===== src/rtl/stopwatch_ctrl_pkg.sv =====
// Shared definitions for the stopwatch sequencer: FSM state encoding and tick divider helper.
package stopwatch_pkg;

   typedef enum logic [1:0] {
      ST_STOP    = 2'd0,
      ST_RUN     = 2'd1,
      ST_CLEAR   = 2'd2,
      ST_ILLEGAL = 2'd3
   } state_e;

   function automatic int unsigned calc_div(input int unsigned clk_hz, input int unsigned tick_hz);
      return clk_hz / tick_hz;
   endfunction

endpackage


===== src/rtl/stopwatch_ctrl_if.sv =====
// Button-pulse inputs and time-datapath controls of the stopwatch sequencer.
interface stopwatch_ctrl_if;
   logic       i_btn_run_stop;
   logic       i_btn_clear;
   logic       i_btn_lap;
   logic       o_run;
   logic       o_tick;
   logic       o_clear;
   logic       o_disp_hold;
   logic [1:0] o_state;

   modport master (
      output i_btn_run_stop, i_btn_clear, i_btn_lap,
      input  o_run, o_tick, o_clear, o_disp_hold, o_state
   );

   modport slave (
      input  i_btn_run_stop, i_btn_clear, i_btn_lap,
      output o_run, o_tick, o_clear, o_disp_hold, o_state
   );
endinterface


===== src/rtl/stopwatch_ctrl_tick_prescaler.sv =====
// Divides the system clock down to a one-cycle tick every DIV enabled cycles.
// The count is held while disabled so a paused stopwatch keeps its fractional tick.
module tick_prescaler #(
   parameter int unsigned DIV   = 10,
   parameter int unsigned CNT_W = 32
) (
   input  logic clk,
   input  logic reset,
   input  logic en,
   input  logic clr,
   output logic o_tick
);
   localparam logic [CNT_W-1:0] CNT_MAX  = CNT_W'(DIV - 1);
   localparam logic [CNT_W-1:0] CNT_ONE  = CNT_W'(1);
   localparam logic [CNT_W-1:0] CNT_ZERO = CNT_W'(0);

   logic [CNT_W-1:0] r_cnt;
   logic             r_tick;

   // Count enabled cycles, wrap at DIV-1 and flag the wrap for one cycle
   always_ff @(posedge clk or negedge reset) begin
      if (!reset) begin
         r_cnt  <= CNT_ZERO;
         r_tick <= 1'b0;
      end else if (clr) begin
         r_cnt  <= CNT_ZERO;
         r_tick <= 1'b0;
      end else if (en) begin
         if (r_cnt == CNT_MAX) begin
            r_cnt  <= CNT_ZERO;
            r_tick <= 1'b1;
         end else begin
            r_cnt  <= r_cnt + CNT_ONE;
            r_tick <= 1'b0;
         end
      end else begin
         r_tick <= 1'b0;
      end
   end

   assign o_tick = r_tick;
endmodule


===== src/rtl/stopwatch_ctrl.sv =====
// Stopwatch sequencer: arbitrates button pulses, runs the STOP/RUN/CLEAR FSM and gates ticks.
// Define STOPWATCH_LAP_EN to enable the lap display-hold toggle; otherwise o_disp_hold is 0.
module stopwatch_ctrl
   import stopwatch_pkg::*;
#(
   parameter int unsigned CLK_HZ  = 100_000_000,
   parameter int unsigned TICK_HZ = 100,
   parameter int unsigned CNT_W   = 32
) (
   input  logic             clk,
   input  logic             reset,
   stopwatch_ctrl_if.slave  bus
);
   localparam int unsigned DIV = calc_div(CLK_HZ, TICK_HZ);

   if (DIV < 2 || CNT_W < $clog2(DIV)) begin : g_div_check
      $error("stopwatch_ctrl: DIV must be >= 2 and fit in CNT_W bits");
   end

   state_e     r_state;
   state_e     w_state_next;
   logic       w_run;
   logic       w_clear;
   logic [1:0] w_state_out;
   logic       w_presc_en;
   logic       w_presc_clr;
   logic       w_tick;
   logic       r_run;
   logic       r_tick;
   logic       r_clear;
   logic [1:0] r_state_out;

   assign w_presc_en  = (r_state == ST_RUN);
   assign w_presc_clr = (r_state == ST_CLEAR);

   tick_prescaler #(
      .DIV   (DIV),
      .CNT_W (CNT_W)
   ) u_prescaler (
      .clk    (clk),
      .reset  (reset),
      .en     (w_presc_en),
      .clr    (w_presc_clr),
      .o_tick (w_tick)
   );

   // State register
   always_ff @(posedge clk or negedge reset) begin
      if (!reset) begin
         r_state <= ST_STOP;
      end else begin
         r_state <= w_state_next;
      end
   end

   // Next state: clear beats run_stop in STOP, clear is ignored in RUN
   always_comb begin
      w_state_next = ST_STOP;
      case (r_state)
         ST_STOP: begin
            if (bus.i_btn_clear) begin
               w_state_next = ST_CLEAR;
            end else if (bus.i_btn_run_stop) begin
               w_state_next = ST_RUN;
            end else begin
               w_state_next = ST_STOP;
            end
         end
         ST_RUN: begin
            if (bus.i_btn_run_stop) begin
               w_state_next = ST_STOP;
            end else begin
               w_state_next = ST_RUN;
            end
         end
         ST_CLEAR: w_state_next = ST_STOP;
         default:  w_state_next = ST_STOP;
      endcase
   end

   // Output decode from the current state
   always_comb begin
      w_run       = 1'b0;
      w_clear     = 1'b0;
      w_state_out = r_state;
      case (r_state)
         ST_RUN:   w_run   = 1'b1;
         ST_CLEAR: w_clear = 1'b1;
         default: begin
            w_run   = 1'b0;
            w_clear = 1'b0;
         end
      endcase
   end

   // Output registers
   always_ff @(posedge clk or negedge reset) begin
      if (!reset) begin
         r_run       <= 1'b0;
         r_tick      <= 1'b0;
         r_clear     <= 1'b0;
         r_state_out <= 2'd0;
      end else begin
         r_run       <= w_run;
         r_tick      <= w_tick;
         r_clear     <= w_clear;
         r_state_out <= w_state_out;
      end
   end

   assign bus.o_run   = r_run;
   assign bus.o_tick  = r_tick;
   assign bus.o_clear = r_clear;
   assign bus.o_state = r_state_out;

`ifdef STOPWATCH_LAP_EN
   logic r_hold;
   logic w_hold_next;
   logic r_disp_hold;

   // Lap toggles hold in RUN unless run_stop arrives in the same cycle
   always_comb begin
      w_hold_next = r_hold;
      case (r_state)
         ST_RUN: begin
            if (bus.i_btn_run_stop) begin
               w_hold_next = r_hold;
            end else if (bus.i_btn_lap) begin
               w_hold_next = ~r_hold;
            end else begin
               w_hold_next = r_hold;
            end
         end
         ST_STOP: begin
            if (bus.i_btn_lap) begin
               w_hold_next = 1'b0;
            end else begin
               w_hold_next = r_hold;
            end
         end
         ST_CLEAR: w_hold_next = 1'b0;
         default:  w_hold_next = r_hold;
      endcase
   end

   // Hold state and its registered output copy
   always_ff @(posedge clk or negedge reset) begin
      if (!reset) begin
         r_hold      <= 1'b0;
         r_disp_hold <= 1'b0;
      end else begin
         r_hold      <= w_hold_next;
         r_disp_hold <= r_hold;
      end
   end

   assign bus.o_disp_hold = r_disp_hold;
`else
   logic w_unused_lap;
   assign w_unused_lap    = bus.i_btn_lap;
   assign bus.o_disp_hold = 1'b0;
`endif
endmodule


===== src/flat_wrapper.sv =====
// flat-port wrapper written by rule: the top's interface ports become plain ports
module stopwatch_ctrl_flat import stopwatch_pkg::*;
#(
   parameter int unsigned CLK_HZ  = 100_000_000,
   parameter int unsigned TICK_HZ = 100,
   parameter int unsigned CNT_W   = 32
)
  (clk, reset, bus_i_btn_run_stop, bus_i_btn_clear, bus_i_btn_lap, bus_o_run, bus_o_tick, bus_o_clear, bus_o_disp_hold, bus_o_state);
  stopwatch_ctrl_if bus_i ();
  input  logic clk;
  input  logic reset;
  input wire logic [$bits(bus_i.i_btn_run_stop)-1:0] bus_i_btn_run_stop;
  input wire logic [$bits(bus_i.i_btn_clear)-1:0] bus_i_btn_clear;
  input wire logic [$bits(bus_i.i_btn_lap)-1:0] bus_i_btn_lap;
  output wire logic [$bits(bus_i.o_run)-1:0] bus_o_run;
  output wire logic [$bits(bus_i.o_tick)-1:0] bus_o_tick;
  output wire logic [$bits(bus_i.o_clear)-1:0] bus_o_clear;
  output wire logic [$bits(bus_i.o_disp_hold)-1:0] bus_o_disp_hold;
  output wire logic [$bits(bus_i.o_state)-1:0] bus_o_state;
  assign bus_i.i_btn_run_stop = bus_i_btn_run_stop;
  assign bus_i.i_btn_clear = bus_i_btn_clear;
  assign bus_i.i_btn_lap = bus_i_btn_lap;
  assign bus_o_run = bus_i.o_run;
  assign bus_o_tick = bus_i.o_tick;
  assign bus_o_clear = bus_i.o_clear;
  assign bus_o_disp_hold = bus_i.o_disp_hold;
  assign bus_o_state = bus_i.o_state;
  stopwatch_ctrl #(.CLK_HZ(CLK_HZ), .TICK_HZ(TICK_HZ), .CNT_W(CNT_W)) u_core (.clk(clk), .reset(reset), .bus(bus_i));
endmodule

===== config.mk =====
export PLATFORM = sky130hd
export DESIGN_NAME = stopwatch_ctrl_flat
export DESIGN_NICKNAME = d
export VERILOG_FILES = /design/src/rtl/stopwatch_ctrl_pkg.sv /design/src/rtl/stopwatch_ctrl_if.sv /design/src/rtl/stopwatch_ctrl_tick_prescaler.sv /design/src/rtl/stopwatch_ctrl.sv /design/src/flat_wrapper.sv
export SDC_FILE = /design/constraint.sdc
export NUM_CORES = 1
export LEC_CHECK = 0
export CAP_MARGIN = 40
export CORE_MARGIN = 2
export CORE_UTILIZATION = 30
export DETAILED_ROUTE_END_ITERATION = 8
export SYNTH_ARGS = -nofsm -noshare
export SYNTH_HDL_FRONTEND = slang
export SYNTH_SLANG_ARGS = --single-unit

===== constraint.sdc =====
create_clock -name clk -period 2.5 [get_ports clk]
set_clock_uncertainty 0.2 [all_clocks]
set_input_delay 0.5 -clock clk [delete_from_list [all_inputs] [get_ports clk]]
set_output_delay 0.5 -clock clk [all_outputs]
set_load 0.1 [all_outputs]

# After elaboration in Yosys (flattened, before gate mapping)

Index checks and enable logic that the tools add are counted.

Register bits after elaboration: 40
Input bits: 5
Output and inout port bits: 6
Word-level logic and storage cells: 25

Add/subtract/negate cells: 1
Eq/ne operators: 3
Muxes and demuxes: 12
Reduce and logical (&&, ||, !) cells: 2

Operators with widths:

| cell                  | count |
|---|---|
| $mux 32               | 3 |
| $add 32x1->32 const B | 1 |
| $eq 32x20->1 const B  | 1 |
| $mux 1                | 7 |
| $pmux 2 s2            | 1 |
| $eq 2x1->1 const B    | 1 |
| $eq 2x2->1 const B    | 1 |
| $logic_not 2->1       | 1 |
| $mux 2                | 1 |
| $reduce_bool 2->1     | 1 |

# Longest topological paths before layout

Gate-level depths: netlist (run 1).

Depth in word-level cells: 4
Mapped depth: 8
Depth with buffers taken out: 6

# Cells and area by module

From an unflattened synthesis (run 1), not the netlist that was laid out.

Cell total of the unflattened synthesis: 201
Area total of the unflattened synthesis: 2069.5 um2

By module, submodules not included:

| module         | instances | cells each | area each (um2) |
|---|---|---|---|
| tick_prescaler | 1         | 186        | 1835.5 |
| stopwatch_ctrl | 1         | 15         | 234.0 |

# Worst setup path after synthesis (run 1)

OpenSTA, ideal clock, no wires.

Path kind: register to register
Start: register u_core.r_state[0]
End: register u_core.u_prescaler.r_cnt[28]
Arrival time: 2.131 ns
Path slack: 0.082 ns
Cell stages (with the launch flop): 8
Period minus slack after synthesis: 2.418 ns
Cells stage by stage: dfrtp_1 -> inv_1 -> ha_1 -> nand4_1 -> or3_1 -> buf_2 -> or4_1 -> a22oi_1

Cells in the longest elaborated chain, start to end: 2
Elaborated cells between the ends (all ways): 4

Ends and longest elaborated chain:

| element                                             | RTL line                                   | RTL |
|---|---|---|
| start, declared                                     | stopwatch_ctrl.sv:20                       | `state_e r_state;` |
| start signal, assigned                              | stopwatch_ctrl.sv:52                       | `r_state <= w_state_next;` |
| $eq 2x2->1 / $eq 2x1->1 (equally long branches)     | stopwatch_ctrl.sv:34, stopwatch_ctrl.sv:33 |  |
| $mux 32 / $reduce_bool 2->1 (equally long branches) | n/a                                        |  |
| end signal, assigned                                | stopwatch_ctrl_tick_prescaler.sv:33        | `r_cnt <= r_cnt + CNT_ONE;` |
| end, declared                                       | stopwatch_ctrl_tick_prescaler.sv:17        | `logic [CNT_W-1:0] r_cnt;` |

Several ways; a longest one is shown, not always the timed one.
A chain may end at the register's enable or synchronous reset.

# Final worst setup path (run 1)

Start: register u_core.r_state[0]
End: register u_core.u_prescaler.r_cnt[29]

Same word-level chain as after synthesis.

==> results.cfg, run 1 <==
[run_status]
outcome = finished clean

[placement]
place_area_um2 = 2350
port_buffers = 8
gp_congestion = 0.770
hpwl_um = 2930
pre_cts_ws_ns = -0.0198

[clocking]
clock_sinks = 40
clk_pin_slew_ns = 0.08
root_buffer = clkbuf_8
cts_inserted_buffers = 5
worstSkewPairLatency_ns = 0.30
post-cts-setup-buffer-count = 0
cts_tree = yes
h-tree-depth = 2
clock_path_buffers = 2

[grt]
antenna_found_initial = 0
overflow = 0
grt_util_met3_pct = 3.68
grt_max_degree = 41
grt_pass1_vias = 1594
grt_usage_pct = 12.8
global_route.usage.met1_pct = 16.9
grt_pass1_wl_um = 7710
busiest_layer = met2
grt.met2_usage_pct = 20.2

[critical_path]
crit_path_start_kind = register
end_kind = register
critical_path_required_ns = 2.52
path_max_fanout = 19
slowest_delay_ns = 0.51
slowest_stage = or4_1
crit_arrival_ns = 2.45
r2r_cells = 7
worst-setup-path-type = register to register
path_cells = inv_2 > ha_4 > nand2_1 > or4_4 > buf_12 > or4_1 > a22oi_2

[hold_path]
hp-class = input port to async pin

[pwr]
powerDensity_nw_per_um2 = 713
p_leak_nw = 1.06
max-vdd-ir-drop_mv = 0.216

[logic_synthesis]
yosysTopAreaCell = dfrtp_1
synth_commonest_cells = dfrtp_1, a22oi_1, nand2_1, or4_1
netlist_instances = 211
synth-seq-cells = 40
yosysWarnings = 0
synth_top_area_share_pct = 47.7
synth.cell_area_um2 = 2100
synth.most_common_cell = dfrtp_1
avgSynthCellArea_um2 = 9.94
ys.flop_type = dfrtp_1
synthTopCellsByArea = dfrtp_1, a22oi_1, or4_1
synth-edff-count = 0
synth_cell_types = 35
yosysSeqAreaShare_pct = 47.7
syn_nets = 220
ys_async_sr_fraction_pct = 100

[final_layout]
ff_latch_area_um2 = 1000
multi_input_area_um2 = 1040
antenna_cells = 0
fin_util_pct = 37.5
drive_above_1_share_pct = 16.1
n_fill_cell = 684
fin_area_um2 = 2540
area_growth_pct = 21.3
nNetsFinal = 238

[sta]
fin_ws_ns = 0.0790
fin_tns_setup_ns = 0
fin_crit_ns = 2.42
fmax_ghz = 0.413
finalHoldViolCount = 0
report.final.slew_viol_count = 0
hold_ws_ns = 0.0536
period_share_pct = 96.8
setup_viol = 0

[detailed_routing]
ant_nets = 0
drtPass1Iterations = 4
routed_wl_um = 4520
vias_per_cell = 5.23
post-route-drc-count = 0
wire_per_inst_um = 13.9
drtIter0Drc = 193
via_count = 1706

[run]
cap_violations = 0

[floorplan]
row_count = 30
core_area_um2 = 6790
ios = 11
die_y_um = 87.6
dieWidth_um = 87.6
start_util_pct = 30.9
die-area_um2 = 7680
[cell usage in the layout, fill, tap and decap left out, types with 5 or more instances in the layout]
cell / instances
a21oi_1: 12
a22oi_1: 12
and4_1: 5
buf_4: 20
clkbuf_8: 5
dfrtp_1: 40
inv_1: 8
nand2_1: 13
nand3_1: 9
nand4_1: 10
nor4_1: 9
o21ai_0: 6
o31ai_1: 12
or4_1: 12
xnor2_1: 10
[through the flow]
stage / cells / power (mW)
after CTS: 326 / 1.83
after global routing: 326 / 1.90
final: 326 / 1.81
after floorplan: 211 / 0.966
after global placement: 318 / 1.07
after detailed placement: 318 / 1.07
[state kept, by name, summed over array words and instances, names as in the netlist]
name	cells
u_core.u_prescaler.r_cnt	32
u_core.bus.o_run	1
u_core.bus.o_tick	1
u_core.bus.o_state	2
u_core.bus.o_clear	1
u_core.u_prescaler.o_tick	1
u_core.r_state	2
[power breakdown]
group	total (mW)	internal (mW)	switching [mW]
logic	0.331	0.110	0.222
registers	0.741	0.693	0.0476
clock network	0.742	0.500	0.243
[cell families after synthesis]
group,synth area share (%)
and+or+nand+nor,24.2
AOI/OAI and AO/OA,16.2
DFF,47.7
buffers and inverters,4.35
xor gates and xnor gates,5.01
adders and majority gates,2.39
other,0.179
[metal layers]
metal	share of wire (%)	wire, um
met1	48	2170
met2	47	2140
met5	0	0
met3	4.0	181
met4	0.73	33
[critical path, delay by kind of cell, from the launching register on]
family,cells,cell delay (ns)
AO/OA/AOI/OAI,1,0.15
AND/OR/NAND/NOR,3,1.08
flip-flops,1,0.39
adder cells (fa/ha/maj),1,0.28
buffers and inverters,2,0.24
[final cells by class]
cell class | count | share of cell area, %
Clock buffer | 5 | 2.70
Clock inverter | 3 | 3.54
Inverter | 9 | 1.33
Multi-Input combinational cell | 149 | 40.7
Sequential cell | 40 | 39.3
Tap cell | 96 | 4.72
Timing Repair Buffer | 24 | 7.67
[path summary, 6_finish.rpt]
path,start,endpoint,slack [ns]
max,u_core.r_state[0]$_DFF_PN0_,u_core.u_prescaler.r_cnt[29]$_DFFE_PN0P_,0.08
min,reset,u_core.u_prescaler.r_cnt[28]$_DFFE_PN0P_,0.05
max reg2reg,u_core.r_state[0]$_DFF_PN0_,u_core.u_prescaler.r_cnt[29]$_DFFE_PN0P_,0.08
min reg2reg,u_core.u_prescaler.o_tick$_DFF_PN0_,u_core.bus.o_tick$_DFF_PN0_,0.15
max in group asynchronous,reset,u_core.bus.o_clear$_DFF_PN0_,1.70
min in group clk,u_core.u_prescaler.o_tick$_DFF_PN0_,u_core.bus.o_tick$_DFF_PN0_,0.15
[timing repair]
item	CTS	global route
gates resized for setup	1	7
setup endpoints to repair	6	8
pin swaps	0	1
hold buffers	0	0
Note: power is estimated with default switching activity, not from simulation.
==> inputs of run 2 (changes only) <==
- GPL_TIMING_DRIVEN: default -> 1
==> results of run 2 <==
No change in the layout: final DEF, timing and power equal those of run 1.
==> inputs of run 3 (changes only) <==
- PLACE_DENSITY: default -> 0.52
==> run 3 against run 2 <==
Cell count up 1.8%. Register-to-register slack gained 0.02 ns. Setup slack improved by 0.018 ns. Sequential power down 0.8%. Clock-buffer cell count increased by 2. Critical path depth stayed put.
==> results.cfg, run 3 (synthesized netlist as in run 1, its figures left out) <==
[run_status]
outcome = finished clean

[critical_path]
end_kind = register
path_max_fanout = 10
r2r_cells = 7
crit_arrival_ns = 2.42
crit_path_start_kind = register
r2r_start = u_core.r_state[0]$_DFF_PN0_
rrSetupSlack_ns = 0.1
r2r-end = u_core.u_prescaler.r_cnt[31]$_DFFE_PN0P_
critical_path_required_ns = 2.52
worst-setup-path-type = register to register

[detailed_routing]
drtIter0Drc = 88
ant_nets = 0
drtPass1Iterations = 4
routed_wl_um = 4820
post-route-drc-count = 0
vias_per_cell = 5.22
via_count = 1734
wire_per_inst_um = 14.5

[final_layout]
final_cell_mix = dfrtp_1, buf_4, nand2_1, a22oi_1
nNetsFinal = 244
n_fill_cell = 664
largest_reg_flops = 32
drive_above_1_share_pct = 18.2
antenna_cells = 0
area_growth_pct = 22.2
layout_commonest_cell = dfrtp_1
top_register = u_core.u_prescaler.r_cnt

[floorplan]
start_util_pct = 30.9
die_y_um = 87.6
core_area_um2 = 6790
ios = 11
dieWidth_um = 87.6
die-area_um2 = 7680
row_count = 30

[pwr]
p_leak_nw = 1.07
power_mw = 1.69
max-vdd-ir-drop_mv = 0.207
powerDensity_nw_per_um2 = 659

[clocking]
h-tree-depth = 2
clk_pin_slew_ns = 0.08
clock_sinks = 40
root_buffer = clkbuf_8
worstSkewPairLatency_ns = 0.30
cts_inserted_buffers = 5
cts_tree = yes
clock_path_buffers = 2

[sta]
setup_viol = 0
finalHoldViolCount = 0
period_share_pct = 96.1
report.final.slew_viol_count = 0
fmax_ghz = 0.416
fin_ws_ns = 0.0973
rsz0062_at_grt = no
slew-limit-headroom_pct = 65.2
tightest_slew_ns = 0.523
fin_crit_ns = 2.40

[grt]
grt_pass1_wl_um = 8110
grt_max_degree = 41
antenna_found_initial = 0
global_route.usage.met1_pct = 18.0
grt_pass1_vias = 1589
grt_util_met3_pct = 3.11
grt.met2_usage_pct = 21.4
busiest_layer = met2
grt_usage_pct = 13.6
overflow = 0

[placement]
port_buffers = 8
gp_congestion = 0.748
pre_cts_ws_ns = -0.0242
hpwl_um = 3100

[run]
cap_violations = 0

[hold_path]
hp-class = input port to async pin
## run 3: timing repair
item | CTS | global route
gates resized for setup | 1 | 6
setup buffers | 0 | 3
hold buffers | 0 | 0
setup endpoints to repair | 7 | 13
## run 3: per-layer routing
layer | vias to the layer above | share of wire [%]
li1 | 865 | -
met1 | 843 | 49
met2 | 20 | 46
met3 | 6 | 2.6
met4 | 0 | 1.7
met5 | - | 0
## run 3: cell type report
class | instances | area, um2 | area share (%)
Clock buffer | 7 | 96.3 | 3.76
Tap cell | 96 | 120 | 4.68
Clock inverter | 1 | 30.0 | 1.17
Sequential cell | 40 | 1000 | 39.0
Timing Repair Buffer | 30 | 248 | 9.66
Multi-Input combinational cell | 149 | 1040 | 40.4
Inverter | 9 | 33.8 | 1.32
## run 3: through the flow
stage          hold WS, ns  TNS [ns]  cell area (um2)  util (%)  cells
6_report            0.0558         0             2560      37.8    332
3_5_place_dp         0.140   -0.0290             2380      35.1    321
4_1_cts             0.0741         0             2520      37.1    329
3_3_place_gp         0.138         0             2380      35.1    321
2_1_floorplan      0.00441         0             2100         -    211
5_1_grt              0.107         0             2560      37.8    332
## run 3: worst max path at each step
stage	start	end	slack, ns	cells past startpoint
floorplan	u_core.r_state[0]$_DFF_PN0_	u_core.u_prescaler.r_cnt[28]$_DFFE_PN0P_	0.08	7
global placement	u_core.r_state[0]$_DFF_PN0_	u_core.u_prescaler.r_cnt[31]$_DFFE_PN0P_	0.008	7
detailed placement	u_core.r_state[0]$_DFF_PN0_	u_core.u_prescaler.r_cnt[23]$_DFFE_PN0P_	-0.02	7
CTS	u_core.r_state[0]$_DFF_PN0_	u_core.u_prescaler.r_cnt[31]$_DFFE_PN0P_	0.02	7
global route	u_core.r_state[0]$_DFF_PN0_	u_core.u_prescaler.r_cnt[31]$_DFFE_PN0P_	0.01	7
finish	u_core.r_state[0]$_DFF_PN0_	u_core.u_prescaler.r_cnt[31]$_DFFE_PN0P_	0.1	7
## run 3: critical path, cell delays in order (launching register included)
cell	delay, ns
dfrtp_1	0.39
inv_2	0.07
ha_4	0.28
nand2_1	0.08
or4_4	0.49
buf_8	0.15
or4_1	0.51
a22oi_2	0.16
## run 3: report_power, final
group | internal [mW] | switching (mW)
combinational | 0.131 | 0.235
sequential | 0.693 | 0.0419
clock | 0.352 | 0.236
total | 1.18 | 0.513
